$ cat config.mk
export PLATFORM = sky130hd
export DESIGN_NAME = hyperram_arbiter_flat
export DESIGN_NICKNAME = d
export VERILOG_FILES = /design/src/rtl/hyperram_pkg.sv /design/src/rtl/hyperram_arbiter_if.sv /design/src/rtl/rr_select2.sv /design/src/rtl/hyperram_arbiter.sv /design/src/flat_wrapper.sv
export SDC_FILE = /design/constraint.sdc
export NUM_CORES = 1
export LEC_CHECK = 0
export BUFFER_PORTS_ARGS = -buffer_cell sky130_fd_sc_hd__buf_2
export CORE_ASPECT_RATIO = 1.5
export CORE_MARGIN = 2
export CORE_UTILIZATION = 43
export DETAILED_ROUTE_END_ITERATION = 10
export PLACE_DENSITY = 0.82
export SLEW_MARGIN = 20
export SYNTH_ARGS = -nofsm -noshare
export SYNTH_HDL_FRONTEND = slang
export SYNTH_HIERARCHICAL = 1
export SYNTH_SLANG_ARGS = --single-unit
$ cat constraint.sdc
create_clock -name clk -period 1.7 [get_ports clk]
set_input_delay 0.17 -clock clk [delete_from_list [all_inputs] [get_ports clk]]
set_output_delay 0.17 -clock clk [all_outputs]
set_load 0.005 [all_outputs]
$ cat src/rtl/hyperram_pkg.sv
// Shared HyperRAM definitions: arbiter state encoding, abort read data and default geometry.
package hyperram_pkg;

   localparam int unsigned DEFAULT_MEMORY_BITS = 21;  // 2M x 32-bit words
   localparam logic [31:0] TIMEOUT_RDATA       = 32'hFFFF_FFFF;

   typedef enum logic [1:0] {
      StIdle = 2'd0,
      StBusy = 2'd1,
      StDone = 2'd2
   } arb_state_e;

endpackage

$ cat src/rtl/hyperram_arbiter_if.sv
// PicoRV32-native style word-access bus used by both requesters and the controller port.
interface hyperram_arbiter_if
   import hyperram_pkg::*;
#(
   parameter int unsigned MEMORY_BITS = DEFAULT_MEMORY_BITS
);
   logic                   valid;
   logic [MEMORY_BITS-1:0] addr;
   logic [31:0]            wdata;
   logic [3:0]             wstrb;
   logic                   ready;
   logic [31:0]            rdata;

   modport master (output valid, addr, wdata, wstrb, input ready, rdata);
   modport slave  (input valid, addr, wdata, wstrb, output ready, rdata);
endinterface

$ cat src/rtl/rr_select2.sv
// Two-way winner pick: fixed priority to port 0, or round-robin favouring the port not in ptr_i.
module rr_select2 (
   input  logic [1:0] valid_i,
   input  logic       ptr_i,
   input  logic       fixed_i,
   output logic       winner_o
);

   always_comb begin
      winner_o = 1'b0;
      if (fixed_i) begin
         winner_o = ~valid_i[0];
      end else if (valid_i[~ptr_i]) begin
         winner_o = ~ptr_i;
      end else begin
         // Only one port can be requesting here, so pick whichever it is.
         winner_o = ~valid_i[0];
      end
   end

endmodule

$ cat src/rtl/hyperram_arbiter.sv
// Arbitrates two requesters onto the single HyperRAM controller port, with a per-transaction
// watchdog that aborts a stuck access and returns TIMEOUT_RDATA to the owner.
module hyperram_arbiter
   import hyperram_pkg::*;
#(
   parameter int unsigned MEMORY_BITS    = DEFAULT_MEMORY_BITS,
   parameter int unsigned FIXED_PRIORITY = 0,
   parameter int unsigned TIMEOUT        = 1023
) (
   input  logic               clk,
   input  logic               nreset,
   hyperram_arbiter_if.slave  p0,
   hyperram_arbiter_if.slave  p1,
   hyperram_arbiter_if.master ctl,
   output logic               timeout_err,
   output logic               last_grant
);

   // Counter only needs to reach TIMEOUT-1; the abort fires on the following BUSY edge.
   localparam int unsigned    WdogW    = (TIMEOUT > 1) ? $clog2(TIMEOUT) : 1;
   localparam logic [WdogW-1:0] WdogLast = WdogW'(TIMEOUT - 1);

   arb_state_e             state_q, state_d;
   logic                   owner_q, owner_d;
   logic                   rr_ptr_q, rr_ptr_d;
   logic [WdogW-1:0]       wdog_q, wdog_d;
   logic                   ctl_valid_q, ctl_valid_d;
   logic [MEMORY_BITS-1:0] ctl_addr_q, ctl_addr_d;
   logic [31:0]            ctl_wdata_q, ctl_wdata_d;
   logic [3:0]             ctl_wstrb_q, ctl_wstrb_d;
   logic [1:0]             rdy_q, rdy_d;
   logic [31:0]            rdata0_q, rdata0_d;
   logic [31:0]            rdata1_q, rdata1_d;
   logic                   timeout_err_q, timeout_err_d;
   logic                   last_grant_q, last_grant_d;

   logic [1:0] req;
   logic       winner;
   logic       wdog_expire;

   assign req         = {p1.valid, p0.valid};
   assign wdog_expire = (TIMEOUT != 0) && (wdog_q == WdogLast);

   rr_select2 u_rr_select2 (
      .valid_i  (req),
      .ptr_i    (rr_ptr_q),
      .fixed_i  (FIXED_PRIORITY != 0),
      .winner_o (winner)
   );

   always_comb begin
      state_d       = state_q;
      owner_d       = owner_q;
      rr_ptr_d      = rr_ptr_q;
      wdog_d        = wdog_q;
      ctl_valid_d   = ctl_valid_q;
      ctl_addr_d    = ctl_addr_q;
      ctl_wdata_d   = ctl_wdata_q;
      ctl_wstrb_d   = ctl_wstrb_q;
      rdy_d         = 2'b00;
      rdata0_d      = rdata0_q;
      rdata1_d      = rdata1_q;
      timeout_err_d = timeout_err_q;
      last_grant_d  = last_grant_q;

      case (state_q)
         StIdle: begin
            if (|req) begin
               ctl_valid_d  = 1'b1;
               ctl_addr_d   = winner ? p1.addr  : p0.addr;
               ctl_wdata_d  = winner ? p1.wdata : p0.wdata;
               ctl_wstrb_d  = winner ? p1.wstrb : p0.wstrb;
               owner_d      = winner;
               rr_ptr_d     = winner;
               last_grant_d = winner;
               wdog_d       = '0;
               state_d      = StBusy;
            end
         end
         StBusy: begin
            // A completion in the same cycle as the watchdog expiry takes precedence.
            if (ctl.ready) begin
               ctl_valid_d    = 1'b0;
               rdy_d[owner_q] = 1'b1;
               if (owner_q) rdata1_d = ctl.rdata;
               else         rdata0_d = ctl.rdata;
               state_d        = StDone;
            end else if (wdog_expire) begin
               ctl_valid_d    = 1'b0;
               rdy_d[owner_q] = 1'b1;
               if (owner_q) rdata1_d = TIMEOUT_RDATA;
               else         rdata0_d = TIMEOUT_RDATA;
               timeout_err_d  = 1'b1;
               state_d        = StDone;
            end else begin
               wdog_d = wdog_q + WdogW'(1);
            end
         end
         StDone: begin
            state_d = StIdle;
         end
         default: begin
            state_d = StIdle;
         end
      endcase
   end

   always_ff @(posedge clk or negedge nreset) begin
      if (!nreset) begin
         state_q       <= StIdle;
         owner_q       <= 1'b0;
         rr_ptr_q      <= 1'b1;
         wdog_q        <= '0;
         ctl_valid_q   <= 1'b0;
         ctl_addr_q    <= '0;
         ctl_wdata_q   <= '0;
         ctl_wstrb_q   <= '0;
         rdy_q         <= 2'b00;
         rdata0_q      <= '0;
         rdata1_q      <= '0;
         timeout_err_q <= 1'b0;
         last_grant_q  <= 1'b0;
      end else begin
         state_q       <= state_d;
         owner_q       <= owner_d;
         rr_ptr_q      <= rr_ptr_d;
         wdog_q        <= wdog_d;
         ctl_valid_q   <= ctl_valid_d;
         ctl_addr_q    <= ctl_addr_d;
         ctl_wdata_q   <= ctl_wdata_d;
         ctl_wstrb_q   <= ctl_wstrb_d;
         rdy_q         <= rdy_d;
         rdata0_q      <= rdata0_d;
         rdata1_q      <= rdata1_d;
         timeout_err_q <= timeout_err_d;
         last_grant_q  <= last_grant_d;
      end
   end

   assign ctl.valid   = ctl_valid_q;
   assign ctl.addr    = ctl_addr_q;
   assign ctl.wdata   = ctl_wdata_q;
   assign ctl.wstrb   = ctl_wstrb_q;
   assign p0.ready    = rdy_q[0];
   assign p0.rdata    = rdata0_q;
   assign p1.ready    = rdy_q[1];
   assign p1.rdata    = rdata1_q;
   assign timeout_err = timeout_err_q;
   assign last_grant  = last_grant_q;

endmodule

$ cat src/flat_wrapper.sv
// flat-port wrapper written by rule: the top's interface ports become plain ports
module hyperram_arbiter_flat import hyperram_pkg::*;
#(
   parameter int unsigned MEMORY_BITS    = DEFAULT_MEMORY_BITS,
   parameter int unsigned FIXED_PRIORITY = 0,
   parameter int unsigned TIMEOUT        = 1023
)
  (clk, nreset, timeout_err, last_grant, p0_valid, p0_addr, p0_wdata, p0_wstrb, p0_ready, p0_rdata, p1_valid, p1_addr, p1_wdata, p1_wstrb, p1_ready, p1_rdata, ctl_valid, ctl_addr, ctl_wdata, ctl_wstrb, ctl_ready, ctl_rdata);
  hyperram_arbiter_if #(.MEMORY_BITS(MEMORY_BITS)) p0_i ();
  hyperram_arbiter_if #(.MEMORY_BITS(MEMORY_BITS)) p1_i ();
  hyperram_arbiter_if #(.MEMORY_BITS(MEMORY_BITS)) ctl_i ();
  input  logic clk;
  input  logic nreset;
  output logic timeout_err;
  output logic last_grant;
  input wire logic [$bits(p0_i.valid)-1:0] p0_valid;
  input wire logic [$bits(p0_i.addr)-1:0] p0_addr;
  input wire logic [$bits(p0_i.wdata)-1:0] p0_wdata;
  input wire logic [$bits(p0_i.wstrb)-1:0] p0_wstrb;
  output wire logic [$bits(p0_i.ready)-1:0] p0_ready;
  output wire logic [$bits(p0_i.rdata)-1:0] p0_rdata;
  input wire logic [$bits(p1_i.valid)-1:0] p1_valid;
  input wire logic [$bits(p1_i.addr)-1:0] p1_addr;
  input wire logic [$bits(p1_i.wdata)-1:0] p1_wdata;
  input wire logic [$bits(p1_i.wstrb)-1:0] p1_wstrb;
  output wire logic [$bits(p1_i.ready)-1:0] p1_ready;
  output wire logic [$bits(p1_i.rdata)-1:0] p1_rdata;
  output wire logic [$bits(ctl_i.valid)-1:0] ctl_valid;
  output wire logic [$bits(ctl_i.addr)-1:0] ctl_addr;
  output wire logic [$bits(ctl_i.wdata)-1:0] ctl_wdata;
  output wire logic [$bits(ctl_i.wstrb)-1:0] ctl_wstrb;
  input wire logic [$bits(ctl_i.ready)-1:0] ctl_ready;
  input wire logic [$bits(ctl_i.rdata)-1:0] ctl_rdata;
  assign p0_i.valid = p0_valid;
  assign p0_i.addr = p0_addr;
  assign p0_i.wdata = p0_wdata;
  assign p0_i.wstrb = p0_wstrb;
  assign p0_ready = p0_i.ready;
  assign p0_rdata = p0_i.rdata;
  assign p1_i.valid = p1_valid;
  assign p1_i.addr = p1_addr;
  assign p1_i.wdata = p1_wdata;
  assign p1_i.wstrb = p1_wstrb;
  assign p1_ready = p1_i.ready;
  assign p1_rdata = p1_i.rdata;
  assign ctl_valid = ctl_i.valid;
  assign ctl_addr = ctl_i.addr;
  assign ctl_wdata = ctl_i.wdata;
  assign ctl_wstrb = ctl_i.wstrb;
  assign ctl_i.ready = ctl_ready;
  assign ctl_i.rdata = ctl_rdata;
  hyperram_arbiter #(.MEMORY_BITS(MEMORY_BITS), .FIXED_PRIORITY(FIXED_PRIORITY), .TIMEOUT(TIMEOUT)) u_core (.clk(clk), .nreset(nreset), .p0(p0_i), .p1(p1_i), .ctl(ctl_i), .timeout_err(timeout_err), .last_grant(last_grant));
endmodule
## Word-level counts from Yosys, hierarchy flattened

Cells that the tools add are included.

- Flip-flop bits (word level): 139
- Bits in latches: 0
- RAM bits: 0
- Bits in read-only memories: 0
- Output and inout port bits: 126
- Word-level logic and storage cells: 69
- Memories kept: 0

- Add/subtract/negate cells: 1
- Multiply operators: 0
- Divide/modulo/power cells: 0
- Magnitude comparators: 3
- Equality and inequality tests: 6
- Shift operators: 0
- Multiplexer cells: 31
- Bitwise gates (word level): 4
- Reductions and logical operators: 12

Operator list:

| operator | count |
|---|---|
| $mux W32 | 9 |
| $mux W10 | 3 |
| $mux W21 | 1 |
| $pmux W10 S2 | 1 |
| $mux W2 | 6 |
| $reduce_and A3 Y1 | 4 |
| $add A10 B1 Y10 const B | 1 |
| $eq A10 B10 Y1 const B | 1 |
| $mux W1 | 7 |
| $lt A1 B2 Y1 const B | 2 |
| $mux W4 | 1 |
| $ne A2 B2 Y1 const B | 2 |
| $not A1 Y1 | 4 |
| $pmux W2 S2 | 1 |
| $reduce_and A2 Y1 | 2 |
| $reduce_and A4 Y1 | 1 |
| $reduce_bool A2 Y1 | 2 |
| $ne A3 B2 Y1 const B | 1 |
| $eq A2 B1 Y1 const B | 1 |
| $logic_not A2 Y1 | 1 |
| $ne A2 B1 Y1 const B | 1 |
| $pmux W1 S2 | 1 |
| $reduce_or A2 Y1 | 1 |
| $demux W1 S1 | 1 |
| 2 further kinds | 2 |

## Longest topological paths before layout

- Word-level depth: 7
- Depth in mapped cells: 7
- Mapped depth without buffers: 6

## Hierarchy

The synthesis kept the hierarchy.

By module, submodules not included:

| module | times used | cells an instance | area an instance (sq um) | sequential area each (sq um) |
|---|---|---|---|---|
| hyperram_arbiter | 1 | 518 | 6386.1 | 3479.6 |
| rr_select2 | 1 | 2 | 16.3 | 0.0 |

## Least setup slack after synthesis

No wires, ideal clock.

- Path kind: register to register
- From: reg u_core.rr_ptr_q
- To: reg u_core.ctl_addr_q[18] (netlist: u_core/ctl.addr[18])
- Arrival time: 1506 ps
- Required time: 1563 ps
- Path slack: 57 ps
- Stages on the path, launching flop included: 7
- Path buffers: 3
- Clock period less this slack: 1643 ps
- Cell sequence: dfstp_2 > o31ai_2 > clkbuf_1 > buf_2 > buf_2 > mux2i_1 > a21oi_1

- Word-level cells in the longest chain between the ends: 4
- Elaborated cells between the ends (all ways): 5
- Classes of those cells: 4 x mux; 1 x bitwise

Ends and longest elaborated chain:

| what | line | text |
|---|---|---|
| start, declared | hyperram_arbiter.sv:25 | `logic rr_ptr_q, rr_ptr_d;` |
| start signal, assigned | hyperram_arbiter.sv:126 | `rr_ptr_q <= rr_ptr_d;` |
| $mux W1 (not written as such) (2 in series) | rr_select2.sv:13 | `end else if (valid_i[~ptr_i]) begin` |
| $mux W1 * | rr_select2.sv:13 |  |
| named net u_core.winner | hyperram_arbiter.sv:38 | `logic winner;` |
| $mux W21 * | hyperram_arbiter.sv:70 | `ctl_addr_d = winner ? p1.addr : p0.addr;` |
| end signal, assigned | hyperram_arbiter.sv:129 | `ctl_addr_q <= ctl_addr_d;` |
| end, declared | hyperram_arbiter.sv:28 | `logic [MEMORY_BITS-1:0] ctl_addr_q, ctl_addr_d;` |

The timed path passes the listed nets; every way through them passes the cells marked *. The select of a mux whose other input is x is not followed.
A chain may end at the register's enable or synchronous reset.

## Final worst setup path

- From: reg u_core.wdog_q[5]
- To: reg u_core.rdata1_q[21] (netlist: u_core/p1.rdata[21])

- Word-level cells in the longest chain between the ends: 3

Ends and longest elaborated chain:

| what | line | text |
|---|---|---|
| start, declared | hyperram_arbiter.sv:26 | `logic [WdogW-1:0] wdog_q, wdog_d;` |
| start signal, assigned | hyperram_arbiter.sv:127 | `wdog_q <= wdog_d;` |
| $eq A10 B10 Y1 | hyperram_arbiter.sv:42 | `assign wdog_expire = (TIMEOUT != 0) && (wdog_q == WdogLast);` |
| $reduce_bool A2 Y1 (no source line) | n/a |  |
| $reduce_and A3 Y1 (no source line) | n/a |  |
| end signal, assigned | hyperram_arbiter.sv:134 | `rdata1_q <= rdata1_d;` |
| end, declared | hyperram_arbiter.sv:33 | `logic [31:0] rdata1_q, rdata1_d;` |

No other way between the ends.

==> impl_metrics.csv <==
group,metric,value,unit
status,status,"finished with violations",
status,violations,"negative setup slack",
route,first_pass_iters,5,
route,drt-total-wl,16.9,mm
route,ant_nets,0,
timing,holdWs,53.0,ps
route,viasPerCell,5.15,
placed_design,place_area,8330,um2
clock_network,clock-sinks,139,
synthesis,syn_area_per_cell,12.3,um2
finish,most-common-layout-cells,"275 x buf_2, 138 x dfrtp_1, 63 x nor2_1",
placed_design,gp_congestion,0.873,
setup_path,critPathMaxFanout,18,
min_path,hold_class,"input pin to flip-flop",
global_routing,grt_max_degree,47,
route,drc,0,
timing,slew_viol_final,0,
timing,rsz0062_at_grt,"true",
finish,fin_nets,978,
placed_design,dp_hpwl,12.2,mm
die,ioPinCount,277,
setup_path,critPathKind,"flip-flop to flip-flop",
finish,fin_util,62.4,%
timing,finalSetupViolCount,1,
synthesis,ys_ff_latch,139,
die,dieHeight,153,um
global_routing,grt_pass1_vias,5363,
finish,antennaDiodeCount,0,
timing,fmax,584,MHz
route,detail_route.wl_per_cell,16.4,um
setup_path,crit_path_frequent_cell,"buf_12",
setup_path,crit_required,2030,ps
clock_network,cts_tree,"built",
setup_path,reg2reg_depth,6,
synthesis,ys_warn_count,6,
setup_path,path_cells,"and4_4 -> a41oi_4 -> nor3_4 -> buf_12 -> buf_12 -> a2bb2oi_2",
global_routing,antenna_found_initial,0,
route,detailroute.wirelength.met2,9.23,mm
timing,worst_slack,-11.6,ps
route,num_vias,5329,
global_routing,grt_usage,20.3,%
power_and_ir_drop,ir_drop,745,uV
die,fp-row-count,54,
route,wl_met1,6.42,mm
setup_path,cp_slowest_cell,"dfrtp_1",
finish,final_cells,1034,
global_routing,grt_pass1_wl,25.8,mm
clock_network,insertion_delay,410,ps
synthesis,syn_nets,673,
clock_network,clockBufferDepth,2,
global_routing,grt_overflow_total,0,
synthesis,synth-main-ff-cell,"dfrtp_1",
synthesis,synthArstFlopShare,100,%
die,dieArea,15900,um2
clock_network,htreeDepth,4,
power_and_ir_drop,p_leak,4.32,nW
clock_network,clockRootBuffer,"clkbuf_16",
timing,min_period,1710,ps
setup_path,cp-end-kind,"flip-flop",
clock_network,cts_inserted_buffers,17,
route,drt-initial-drc-count,197,
timing,fin_skew,11.3,ps
finish,final_common_cell,"buf_2",
placed_design,portBuffers,276,
route,top_layer,"met4",
timing,period_share,101,%
clock_network,path_clk_slew,60,ps
power_and_ir_drop,p_total,15.2,mW
finish,final_layout_size_suffix_gt1_share,51.9,%
setup_path,crit_arrival,2040,ps
min_path,whs_path_depth,3,
synthesis,ys_types,41,
run,drv_cap,0,
synthesis,syn_area,6400,um2
finish,syn_to_final_growth,41.7,%
placed_design,placed_cells,993,
synthesis,syn_inst,520,
die,core_area,14500,um2
die,start_util,44.1,%
synthesis,synth_edf_count,0,
synthesis,ys_seq_area_share,54.3,%
route,routed-wl-met3,856,um
timing,hold_viol,0,
setup_path,startpoint_type,"flip-flop",
die,dieWidth,104,um
finish,finalInstanceArea,9070,um2
power_and_ir_drop,pwr_density_cell,1680,nW/um2
setup_path,slowest_delay,430,ps
## logic make-up (layout without fill, tap and decap cells)
family	count (synthesis)	after routing	synth area share (%)
DFF	139	139	54.3
muxes	58	58	9.09
AOI/OAI and AO/OA	145	145	22.1
other	1	1	0.0586
and+or+nand+nor	133	133	10.5
buffers and inverters	42	360	3.48
adders and majority gates	2	2	0.391
## critical path, delay by kind of cell (launching register included)
family                 cells  cell delay, ps
buffers and inverters      2             330
AND/OR/NAND/NOR            2             550
AO/OA/AOI/OAI              2             320
flip-flops                 1             430
## stage by stage
| step | setup TNS, ps | setup slack [ps] |
|---|---|---|
| after floorplan | 0 | 56.7 |
| after global placement | 0 | 101 |
| after detailed placement | 0 | 50.6 |
| after CTS | 0 | 7.70 |
| after global routing | -1260 | -61.6 |
| final | -11.6 | -11.6 |
## layer usage
layer  vias to the layer above  track usage (%)
met4                         0             8.56
met3                        39             4.18
met1                      2573             21.7
met5                         -                0
li1                       2482                -
met2                       235             38.3
## Yosys cell counts (all sizes together) (3+ instances only)
cell	count	share of area (%)
mux2i	57	8.9
dfrtp	138	54
a2bb2oi	64	14
nand3	6	0.47
nor2	65	3.8
nand4	3	0.29
a21oi	60	4.7
nor3	9	1.1
clkbuf	14	0.82
nand2	6	0.35
buf	22	2.3
a211o	4	0.55
o21ai	4	0.37
a21o	4	0.49
inv	6	0.35
nor2b	34	3.3
o31ai	3	0.43
## registers in the layout, summed over array words and instances, names as in the netlist
signal              cells
u_core/rr_ptr_q         1
u_core/p0.rdata        32
u_core/ctl.addr        21
u_core/rdy_q            2
u_core/p1.rdata        32
u_core/owner_q          1
u_core/ctl.valid        1
u_core/state_q          2
u_core/wdog_q          10
u_core/timeout_err      1
u_core/ctl.wdata       32
u_core/ctl.wstrb        4
## worst paths after layout
kind | from | end | slack (ps)
max in group asynchronous | nreset | u_core/rr_ptr_q | 900
worst min register to register | u_core/timeout_err | u_core/timeout_err | 480
worst max-delay path | u_core/wdog_q[5] | u_core/p1.rdata[21] | -10
min in group asynchronous | nreset | u_core/ctl.wdata[10] | 190
worst max register to register | u_core/wdog_q[5] | u_core/p1.rdata[21] | -10
worst min-delay path | ctl_rdata[31] | u_core/p0.rdata[31] | 50
## repair_timing
action,CTS,global route
endpoints found under the hold margin,117,0
hold buffers,1,0
gates resized for setup,0,10
endpoints found under the setup margin,0,67
buffers inserted,0,5
## power by group
part / switching [mW] / internal [mW] / leakage [nW]
Clock: 1.52 / 1.92 / 0.268
Sequential: 0.973 / 4.81 / 1.56
Combinational: 2.71 / 3.30 / 2.49
## area by class of cell
cell class              count  area [um2]
repair buffers            322        1990
clock inverters            15         128
clock buffers              17         425
well taps                 196         245
multi-input cells         339        2780
flip-flops and latches    139        3480
inverters                   6        22.5
fillers                  1146        5460
Power figures use the tool's default switching activity.
